`config.mk`:
```
export PLATFORM = sky130hd
export DESIGN_NAME = column_approx_divider
export DESIGN_NICKNAME = d
export VERILOG_FILES = /design/src/rtl/column_approx_divider.sv
export SDC_FILE = /design/constraint.sdc
export NUM_CORES = 1
export LEC_CHECK = 0
export CAP_MARGIN = 20
export CORE_UTILIZATION = 51
export DETAILED_ROUTE_END_ITERATION = 10
export DONT_BUFFER_PORTS = 1
export GPL_TIMING_DRIVEN = 0
export PLACE_DENSITY_LB_ADDON = 0.25
export SLEW_MARGIN = 20
export SYNTH_ARGS = -nofsm -noshare
export SYNTH_HDL_FRONTEND = slang
export SYNTH_SLANG_ARGS = --single-unit
```
`constraint.sdc`:
```
create_clock -name clk -period 5.8 [get_ports clk]
set_input_delay 0.29 -clock clk [delete_from_list [all_inputs] [get_ports clk]]
set_output_delay 0.29 -clock clk [all_outputs]
set_load 0.02 [all_outputs]
```
`src/rtl/column_approx_divider.sv`:
```
// Sequential restoring divider with column truncation of the dividend.
// Zeroes the THETA low dividend columns, then produces one quotient bit per
// cycle, MSB first. Valid/ready handshakes on both the input and output side.
module column_approx_divider #(
  parameter int LENGTH = 8,
  parameter int THETA  = 2
) (
  input  logic                  clk,
  input  logic                  rst_n,
  input  logic                  in_valid,
  output logic                  in_ready,
  input  logic [2*LENGTH-1:0]   dividend,
  input  logic [LENGTH-1:0]     divisor,
  output logic                  out_valid,
  input  logic                  out_ready,
  output logic [LENGTH-1:0]     quotient,
  output logic [LENGTH-1:0]     remainder,
  output logic                  overflow,
  output logic                  div_by_zero
);

  localparam int CW = $clog2(LENGTH + 1);

  typedef enum logic [1:0] {IDLE, BUSY, DONE} state_t;

  state_t              state;
  logic [2*LENGTH-1:0] dt_in;
  logic [LENGTH-1:0]   pr;
  logic [LENGTH-1:0]   low;
  logic [LENGTH-1:0]   dvs;
  logic [LENGTH-1:0]   q_work;
  logic [CW-1:0]       cnt;
  logic [LENGTH:0]     trial;
  logic                fits;
  logic [LENGTH-1:0]   pr_next;

  // Truncated dividend: the THETA least-significant columns read as zero.
  always_comb begin
    dt_in = '0;
    for (int i = 0; i < 2*LENGTH; i++) begin
      dt_in[i] = (i < THETA) ? 1'b0 : dividend[i];
    end
  end

  // One restoring step: shift in the next dividend bit and trial-subtract.
  always_comb begin
    trial   = {pr, low[LENGTH-1]};
    fits    = (trial >= {1'b0, dvs});
    pr_next = fits ? LENGTH'(trial - {1'b0, dvs}) : trial[LENGTH-1:0];
  end

  // Control FSM and datapath registers; result outputs only change on entry to DONE.
  always_ff @(posedge clk) begin
    if (!rst_n) begin
      state       <= IDLE;
      in_ready    <= 1'b1;
      out_valid   <= 1'b0;
      quotient    <= '0;
      remainder   <= '0;
      overflow    <= 1'b0;
      div_by_zero <= 1'b0;
      pr          <= '0;
      low         <= '0;
      dvs         <= '0;
      q_work      <= '0;
      cnt         <= '0;
    end else begin
      case (state)
        IDLE: begin
          if (in_valid) begin
            in_ready <= 1'b0;
            if (divisor == '0) begin
              state       <= DONE;
              out_valid   <= 1'b1;
              quotient    <= '1;
              remainder   <= dt_in[LENGTH-1:0];
              div_by_zero <= 1'b1;
              overflow    <= 1'b0;
            end else if (dt_in[2*LENGTH-1:LENGTH] >= divisor) begin
              state       <= DONE;
              out_valid   <= 1'b1;
              quotient    <= '1;
              remainder   <= '0;
              overflow    <= 1'b1;
              div_by_zero <= 1'b0;
            end else begin
              state  <= BUSY;
              pr     <= dt_in[2*LENGTH-1:LENGTH];
              low    <= dt_in[LENGTH-1:0];
              dvs    <= divisor;
              q_work <= '0;
              cnt    <= '0;
            end
          end
        end
        BUSY: begin
          if (cnt == CW'(LENGTH)) begin
            state       <= DONE;
            out_valid   <= 1'b1;
            quotient    <= q_work;
            remainder   <= pr;
            overflow    <= 1'b0;
            div_by_zero <= 1'b0;
          end else begin
            pr     <= pr_next;
            low    <= low << 1;
            q_work <= LENGTH'({q_work, fits});
            cnt    <= cnt + CW'(1);
          end
        end
        DONE: begin
          if (out_ready) begin
            state     <= IDLE;
            out_valid <= 1'b0;
            in_ready  <= 1'b1;
          end
        end
        default: begin
          state     <= IDLE;
          in_ready  <= 1'b1;
          out_valid <= 1'b0;
        end
      endcase
    end
  end

endmodule
```
==> results of run 1 <==
-- power by group through the flow --
| stage | clock (uW) | combinational, uW | sequential (uW) |
|---|---|---|---|
| 2_1_floorplan | 0 | 326 | 500 |
| 3_3_place_gp | 0 | 398 | 513 |
| 3_5_place_dp | 0 | 405 | 514 |
| 4_1_cts | 227 | 408 | 505 |
| 5_1_grt | 244 | 466 | 512 |
| 6_report | 226 | 413 | 505 |
-- worst max-delay path, stage by stage, from the launching register on --
cell and delay, ns:
dfxtp_1 0.34, inv_1 0.06, ha_1 0.34, a21oi_1 0.24, o221ai_1 0.17, a21oi_1 0.43
buf_2 0.31, a31oi_1 0.11, a221oi_1 0.25
-- cells in the mapped netlist, types with 3 or more instances --
library cell   n
o21a_1         5
nor2_1        49
ha_1          18
a21oi_1       39
a211oi_2       8
a211oi_1       7
o211ai_1       7
inv_1         23
a311oi_1      10
buf_2          5
nand4_1        3
clkbuf_1      15
nor3_1        15
o21ai_0       18
dfxtp_1       56
nand2b_1       4
a31oi_1        3
nand3_1       23
nand2_1       44
-- per-layer routing --
metal  vias up  wire [um]
li1       1394          -
met4         0         81
met5         -          0
met2       113       3340
met1      1277       3480
met3         9        669
-- cells by family (layout without fill, tap and decap cells) --
family | Yosys count | in the layout | synth area share (%)
flops | 56 | 56 | 36.6
simple gates | 148 | 148 | 21.8
buf+inv | 47 | 55 | 6.46
fa+ha+maj | 19 | 19 | 8.02
xor+xnor | 2 | 2 | 0.573
mux | 1 | 1 | 0.327
compound gates | 114 | 114 | 26.1
-- layout make-up --
type	instances	area, um^2
Buffer	23	108
Clock buffer	5	68.8
Clock inverter	3	25.0
Fill cell	510	2400
Inverter	24	90.1
Multi-Input combinational cell	284	1740
Sequential cell	56	1120
Tap cell	72	90.1
-- worst paths after layout --
path                                        startpoint                      to  slack [ns]  depth (start not counted)
worst max-delay path               dvs[6]$_SDFFE_PN0P_      pr[0]$_SDFFE_PN0P_        3.46                          8
worst min-delay path                       dividend[2]     low[2]$_SDFFE_PN0P_        0.12                          2
worst max register to register     dvs[6]$_SDFFE_PN0P_      pr[0]$_SDFFE_PN0P_        3.46                          8
worst min register to register  q_work[7]$_SDFFE_PN0P_  q_work[7]$_SDFFE_PN0P_        0.47                          2
-- cell usage in the layout (no fill, tap or decap), drive strengths merged, types with 2 or more instances in the layout --
master  count
nor3b       2
nor4        2
nand2      44
o21ai      19
o211ai      7
buf         8
nand4       3
ha         18
nor2       49
o21bai      2
dfxtp      56
a311oi     11
nand2b      4
a211oi     16
a21o        2
nor2b       2
a21oi      39
nand3      23
inv        25
o21a        5
a31oi       4
nor3       15
xnor2       2
clkbuf     20
o31a        2
-- sequential cells by signal (all words and copies together), names as in the netlist --
signal,count
cnt,4
div_by_zero,1
dvs,8
in_ready,1
low,6
out_valid,1
overflow,1
pr,8
q_work,8
quotient,8
remainder,8
state,2
-- through the flow --
stage	instance area [um^2]	worst slack, ns
after global placement	3150	3.48
final	3240	3.46
after CTS	3240	3.48
after floorplan	3060	3.84
after detailed placement	3150	3.51
after global routing	3240	3.20
==> flow_metrics.tcl, run 1 <==
set metrics [dict create \
    run_status "completed" \
    place_congestion 0.885 \
    crit_type "reg2reg" \
    ios 48 \
    grt-busiest-layer "met2" \
    syn_area_per_cell_um2 7.90 \
    rows 27 \
    finalClockSkew_ns 0.0149 \
    drc 0 \
    drive_above_1_share_pct 8.10 \
    pwr-share-seq_pct 44.2 \
    drt_wl_total_mm 7.57 \
    grt_max_degree 20 \
    setup-tns-final_ns 0 \
    cp-start-kind "flop" \
    via_count 2793 \
    synth_area_leaders "dfxtp_1 (37%), ha_1 (7.4%), a21oi_1 (6.4%)" \
    worst_pin_slew_ns 0.650 \
    gr-usage-met1_pct 34.3 \
    ys_seq_elements 56 \
    overflow 0 \
    synth_top_cell_by_area "dfxtp_1" \
    chipWidth_um 79.5 \
    met3_usage_pct 7.31 \
    ys.warnings.count 0 \
    switching_share_pct 40.7 \
    clk_pin_slew_ns 0.11 \
    fmax_ghz 0.428 \
    core-area_um2 5640 \
    htreeDepth 2 \
    cts_root_buffer "clkbuf_8" \
    vdd_drop_max_uv 176 \
    drt-initial-drc-count 236 \
    synth_edf_count 0 \
    critPathMaxFanout 10 \
    hpwl_mm 5.74 \
    power_frac_clock_pct 19.7 \
    syn_area_um2 3060 \
    grt_pass1_wl_mm 12.6 \
    die-height_um 79.5 \
    synth_nets 434 \
    cts_buffers 5 \
    cts_resized 0 \
    die-area_um2 6310 \
    cts_hold_buf 0 \
    cp-end-kind "flop" \
    total_power_uw 1140 \
    power_switching_uw 465 \
    cts_setup_buffers 0 \
    portBuffers 0 \
    ys.flop_type "dfxtp_1" \
    n_antenna_cell 0 \
    wire_per_inst_um 16.2 \
    crit_required_ns 6.01 \
    dp.cells 459 \
    setup_violations 0 \
    cts_sinks 56 \
    vias_per_cell 5.98 \
    drtPass1Iterations 5 \
    p_comb_share_pct 36.1 \
    hold_class "in2reg" \
    antenna_left 0 \
    power.static_leakage_uw 0.00119 \
    gr-usage-met2_pct 40.3 \
    synthDistinctLibCells 46 \
    max-cap-violations 0 \
    area_growth_pct 6.01 \
    cts_tree "done" \
    grt_pass1_vias 2725 \
    netlist_instances 387 \
    min_period_over_period_pct 40.3 \
    p_int_uw 679 \
    period_minus_slack_ns 2.34 \
    ys_seq_area_share_pct 36.6 \
    cts_max_path_buffers 2 \
    finalNetCount 441 \
    finalHoldViolCount 0 \
    antenna_found_initial 0 \
    slew_viol_final 0 \
    clk_latency_ns 0.32 \
    final_cells 467 \
    slew_headroom_pct 56.7 \
    gr-usage-all-layers_pct 25.8 \
    crit_arrival_ns 2.55 \
    whs_ns 0.116 \
    yosysTopAreaCellShare_pct 36.6 \
    powerDensity_nw_per_um2 353 \
    start_util_pct 54.2 \
    async_flop_share_pct 0 \
    fin_util_pct 57.5 \
    rsz0062_at_grt "false" \
]
(Power assumes the default switching activity.)
==> run 2, diff against run 1 <==
clock period = 2.15 ns   (was 5.8 ns; I/O delays follow)
==> run 2 against run 1 <==
Utilization is 3.8 points higher. Setup slack worse by 3.4 ns. Combinational power grew to 3.1 times the previous value. Non-clock buffer count is 15 higher. First-iteration DRC count is 6.8% higher. Clock power grew to 2.7 times the previous value. Count of clock-buffer cells in the layout stayed put. Final cell count is 3.2% higher. Critical path type unchanged.
==> flow_metrics.tcl, run 2 (same netlist as run 1, synthesis figures left out) <==
set metrics [dict create \
    run_status "completed" \
    wire_per_inst_um 16.5 \
    worst_pin_slew_ns 0.654 \
    n_antenna_cell 0 \
    fmax_ghz 0.489 \
    cts_root_buffer "clkbuf_8" \
    crit_arrival_ns 2.26 \
    drt_wl_total_mm 7.95 \
    p_comb_share_pct 39.7 \
    dp.cells 459 \
    p_int_uw 1950 \
    cp_cell_sequence "inv_1 > ha_1 > nor3b_1 > o21bai_1 > a21oi_2 > buf_4 > mux2i_1 > a211oi_1 > a31o_2" \
    gr-usage-all-layers_pct 26.3 \
    place_worst_setup_slack_ns -0.143 \
    drive_above_1_share_pct 12.2 \
    area_growth_pct 13.0 \
    r2r_setup_slack_ns 0.11 \
    via_count 2873 \
    drt-initial-drc-count 252 \
    grt_pass1_wl_mm 12.9 \
    cts_max_path_buffers 2 \
    crit_type "reg2reg" \
    reg2reg_from "low[7]$_SDFFE_PN0P_" \
    core-area_um2 5640 \
    clk_pin_slew_ns 0.11 \
    cts_buffers 5 \
    vias_per_cell 5.96 \
    slowest_stage "dfxtp_2" \
    hpwl_mm 5.74 \
    switching_share_pct 40.6 \
    rows 27 \
    chipWidth_um 79.5 \
    final_area_um2 3460 \
    die-height_um 79.5 \
    cp-start-kind "flop" \
    cpPeakStageDelay_ns 0.37 \
    crit_end "pr[2]$_SDFFE_PN0P_" \
    overflow 0 \
    crit_family "compound AO/OA/AOI/OAI gates" \
    place_congestion 0.885 \
    power_frac_clock_pct 18.5 \
    rr_endpoint "pr[2]$_SDFFE_PN0P_" \
    power.static_leakage_uw 0.00126 \
    min_period_over_period_pct 95.1 \
    path_buf_inv 2 \
    setup_violations 0 \
    finalNetCount 456 \
    pwr-share-seq_pct 41.8 \
    powerDensity_nw_per_um2 947 \
    crit_required_ns 2.37 \
    slew_viol_final 0 \
    critPathMaxFanout 3 \
    die-area_um2 6310 \
    htreeDepth 2 \
    cts_sinks 56 \
    drc 0 \
    period_minus_slack_ns 2.04 \
    layout_commonest_cell "dfxtp_1" \
    finalHoldViolCount 0 \
    r2r_cells 9 \
    grt_pass1_vias 2806 \
    placed_area_um2 3150 \
    clk_latency_ns 0.32 \
    start_util_pct 54.2 \
    ios 48 \
    vdd_drop_max_uv 478 \
    slew_headroom_pct 56.4 \
    cp-end-kind "flop" \
    final_cells 482 \
    antenna_found_initial 0 \
    setup_ws_ns 0.106 \
    grt_max_degree 20 \
    cp.depth 9 \
    max-cap-violations 0 \
    mostFrequentLayoutCells "dfxtp_1 (54), nor2_1 (48), nand2_1 (44)" \
    cts_tree "done" \
    finalClockSkew_ns 0.0144 \
    portBuffers 0 \
    power_switching_uw 1330 \
    crit_start "low[7]$_SDFFE_PN0P_" \
    hold_class "in2reg" \
    drtPass1Iterations 5 \
    antenna_left 0 \
]
[run 2: metrics by stage]
| step | TNS, ns | hold slack [ns] | total power [uW] | util [%] |
|---|---|---|---|---|
| floorplan | 0 | 0.255 | 2230 | - |
| CTS | 0 | 0.000980 | 3120 | 59.6 |
| global route | -0.0188 | 0.00446 | 3470 | 61.3 |
| global placement | -0.805 | 0.260 | 2460 | 55.8 |
| finish | 0 | 0.00458 | 3270 | 61.3 |
| detailed placement | -0.628 | 0.263 | 2480 | 55.8 |
[run 2: what timing repair did]
action | 4_1_cts | 5_1_grt
hold endpoints to repair | 17 | 0
hold buffers | 11 | 0
setup endpoints to repair | 7 | 20
setup buffers | 1 | 3
gates resized for setup | 1 | 17
pin swaps | 0 | 3
[run 2: power groups by stage]
stage | registers, uW | clock network, uW | logic (uW)
after floorplan | 1350 | 0 | 879
after global placement | 1380 | 0 | 1070
after detailed placement | 1390 | 0 | 1090
after CTS | 1360 | 613 | 1150
after global routing | 1390 | 654 | 1430
final | 1370 | 606 | 1300
[run 2: worst register-to-register path, cell delays in order, from the launching register on]
cell and delay, ns:
dfxtp_2 0.37, inv_1 0.05, ha_1 0.33, nor3b_1 0.21, o21bai_1 0.13, a21oi_2 0.21, buf_4 0.16, mux2i_1 0.17
a211oi_1 0.09, a31o_2 0.23
[run 2: worst min-delay path by stage]
stage           startpoint                   to  slack [ns]  cells after the start
2_1_floorplan   divisor[0]  dvs[0]$_SDFFE_PN0P_        0.25                      2
3_5_place_dp    divisor[0]  dvs[0]$_SDFFE_PN0P_        0.26                      2
5_1_grt        dividend[9]   pr[1]$_SDFFE_PN0P_       0.004                      2
4_1_cts        dividend[9]   pr[1]$_SDFFE_PN0P_       0.001                      2
3_3_place_gp    divisor[0]  dvs[0]$_SDFFE_PN0P_        0.26                      2
6_report       dividend[9]   pr[1]$_SDFFE_PN0P_       0.005                      2
[run 2: routing by layer]
layer,track usage [%],part of all wire [%]
met1,34.9,46
met2,41.2,45
met3,6.86,7.4
met4,8.73,1.8
met5,0,0
[run 2: final cells by class]
class | count | area [um^2]
tap | 72 | 90.1
timing repair buffer | 15 | 140
clock inverter | 3 | 25.0
inverter | 24 | 90.1
sequential | 56 | 1120
buffer | 23 | 113
fill | 486 | 2180
multi-input combinational | 284 | 1810
clock buffer | 5 | 68.8
==> run 3, diff against run 2 <==
==> constraint.sdc (replaced) <==
create_clock -name clk -period 2.15 [get_ports clk]
set_input_delay 0.5375 -clock clk [delete_from_list [all_inputs] [get_ports clk]]
set_output_delay 0.5375 -clock clk [all_outputs]
set_load 0.02 [all_outputs]
==> run 3 against run 2 <==
Clock power up 0.8%. Critical path type is now in2reg. Utilization down 0.13 points. Critical path depth up 2. Critical endpoint is now remainder[7]$_SDFFE_PN0P_. Total power up 1.5%. Via count up 0.80%. Die area unchanged. Setup slack worse by 0.00094 ns. Fmax about the same. Count of clock-buffer cells in the layout unchanged. Worst hold slack better by 0.36 ns. Wire length down 0.50%.
==> flow_metrics.tcl, run 3 (same netlist as run 1, synthesis figures left out) <==
set metrics [dict create \
    layout_commonest_cell "dfxtp_1" \
    die-area_um2 6310 \
    nFillCells 508 \
    grt_pass1_vias 2712 \
    grt_pass1_wl_mm 13.0 \
    antenna_found_initial 0 \
    power.static_leakage_uw 0.00125 \
    critPathMaxFanout 6 \
    clk_latency_ns 0.32 \
    vias_per_cell 6.08 \
    hpwl_mm 5.89 \
    cts_sinks 56 \
    fin_util_pct 61.1 \
    setup_violations 0 \
    mostFrequentLayoutCells "dfxtp_1 (53), nor2_1 (49), nand2_1 (44)" \
    cts_buffers 5 \
    slew_headroom_pct 57.9 \
    cts_root_buffer "clkbuf_8" \
    crit_arrival_ns 2.28 \
    wire_per_inst_um 16.6 \
    rows 27 \
    antenna_left 0 \
    finalClockSkew_ns 0.0124 \
    powerDensity_nw_per_um2 963 \
    die-height_um 79.5 \
    run_status "completed" \
    period_minus_slack_ns 2.04 \
    cts_max_path_buffers 2 \
    grt_max_degree 20 \
    cp-end-kind "flop" \
    fmax_ghz 0.489 \
    rsz0062_at_grt "true" \
    drive_above_1_share_pct 15.1 \
    drtPass1Iterations 5 \
    via_count 2896 \
    hold_class "in2reg" \
    area_growth_pct 12.8 \
    finalNetCount 450 \
    crit_required_ns 2.38 \
    cts_hold_buf 0 \
    start_util_pct 54.2 \
    drc 0 \
    finalHoldViolCount 0 \
    place_congestion 0.920 \
    n_antenna_cell 0 \
    min_period_over_period_pct 95.1 \
    crit_type "in2reg" \
    vdd_drop_max_uv 433 \
    ios 48 \
    gr-usage-all-layers_pct 26.4 \
    portBuffers 0 \
    cp-start-kind "primary input" \
    drt-initial-drc-count 194 \
    cts_tree "done" \
    core-area_um2 5640 \
    max-cap-violations 0 \
    slew_viol_final 0 \
    htreeDepth 2 \
    chipWidth_um 79.5 \
    worst_pin_slew_ns 0.632 \
    drt_wl_total_mm 7.91 \
    whs_ns 0.360 \
    clk_pin_slew_ns 0.11 \
    overflow 0 \
]
==> run 3: cell count changes in the layout (fill, tap and decap cells not counted), sizes merged <==
cell         delta
inv             -1
dlygate4sd3    -11
buf             +5
clkinv          +1
==> run 3: stage by stage <==
step / total power [uW] / TNS (ns) / cells / setup WS (ns) / area (um^2)
3_3_place_gp: 2470 / -9.10 / 459 / -0.310 / 3160
6_report: 3320 / 0 / 476 / 0.105 / 3450
4_1_cts: 3130 / 0 / 469 / 0.00913 / 3270
2_1_floorplan: 2230 / -0.0155 / 387 / -0.0155 / 3070
3_5_place_dp: 2490 / -9.85 / 459 / -0.319 / 3160
5_1_grt: 3520 / -0.0594 / 476 / -0.0254 / 3450
==> run 3: layer usage <==
layer | share of wire [%] | vias up | global-route usage [%]
li1 | - | 1414 | -
met1 | 46 | 1358 | 36.0
met2 | 45 | 114 | 41.3
met3 | 7.8 | 10 | 7.09
met4 | 1.1 | 0 | 6.36
met5 | 0 | - | 0
==> run 3: final timing paths <==
check                              start                   endpoint  slack, ns  cells after the start
setup / recovery              divisor[5]  remainder[7]$_SDFFE_PN0P_       0.11                     11
hold / removal               dividend[7]        low[7]$_SDFFE_PN0P_       0.36                      2
setup reg to reg     low[7]$_SDFFE_PN0P_         pr[6]$_SDFFE_PN0P_       0.12                      9
hold reg to reg   q_work[5]$_SDFFE_PN0P_     q_work[5]$_SDFFE_PN0P_       0.47                      2
==> run 3: layout make-up <==
class / instances / area, um^2 / area share [%]
clock inverter: 3 / 27.5 / 0.798
tap: 72 / 90.1 / 2.61
inverter: 24 / 90.1 / 2.61
clock buffer: 5 / 68.8 / 1.99
multi-input combinational: 284 / 1860 / 53.8
buffer: 23 / 123 / 3.55
sequential: 56 / 1130 / 32.7
timing repair buffer: 9 / 67.6 / 1.96
==> run 3: power breakdown <==
group / internal (uW) / switching (uW) / leakage, uW / total, uW
clock network: 240 / 371 / 0.0000463 / 611
logic: 573 / 764 / 0.000746 / 1340
registers: 1180 / 198 / 0.000460 / 1370
==> run 3: timing repair <==
action / CTS / global route
pin swaps: 0 / 5
buffers inserted: 2 / 7
gates cloned: 0 / 0
endpoints found under the setup margin: 7 / 30
gates resized for setup: 2 / 31
==> run 3: worst max-delay path, cell delays in order <==
cell	delay, ns
inv_1	0.03
ha_1	0.28
o21ai_0	0.10
a21oi_2	0.22
o21ai_4	0.11
buf_4	0.16
a211oi_4	0.24
buf_4	0.18
buf_4	0.13
nor2_1	0.04
a311oi_1	0.25
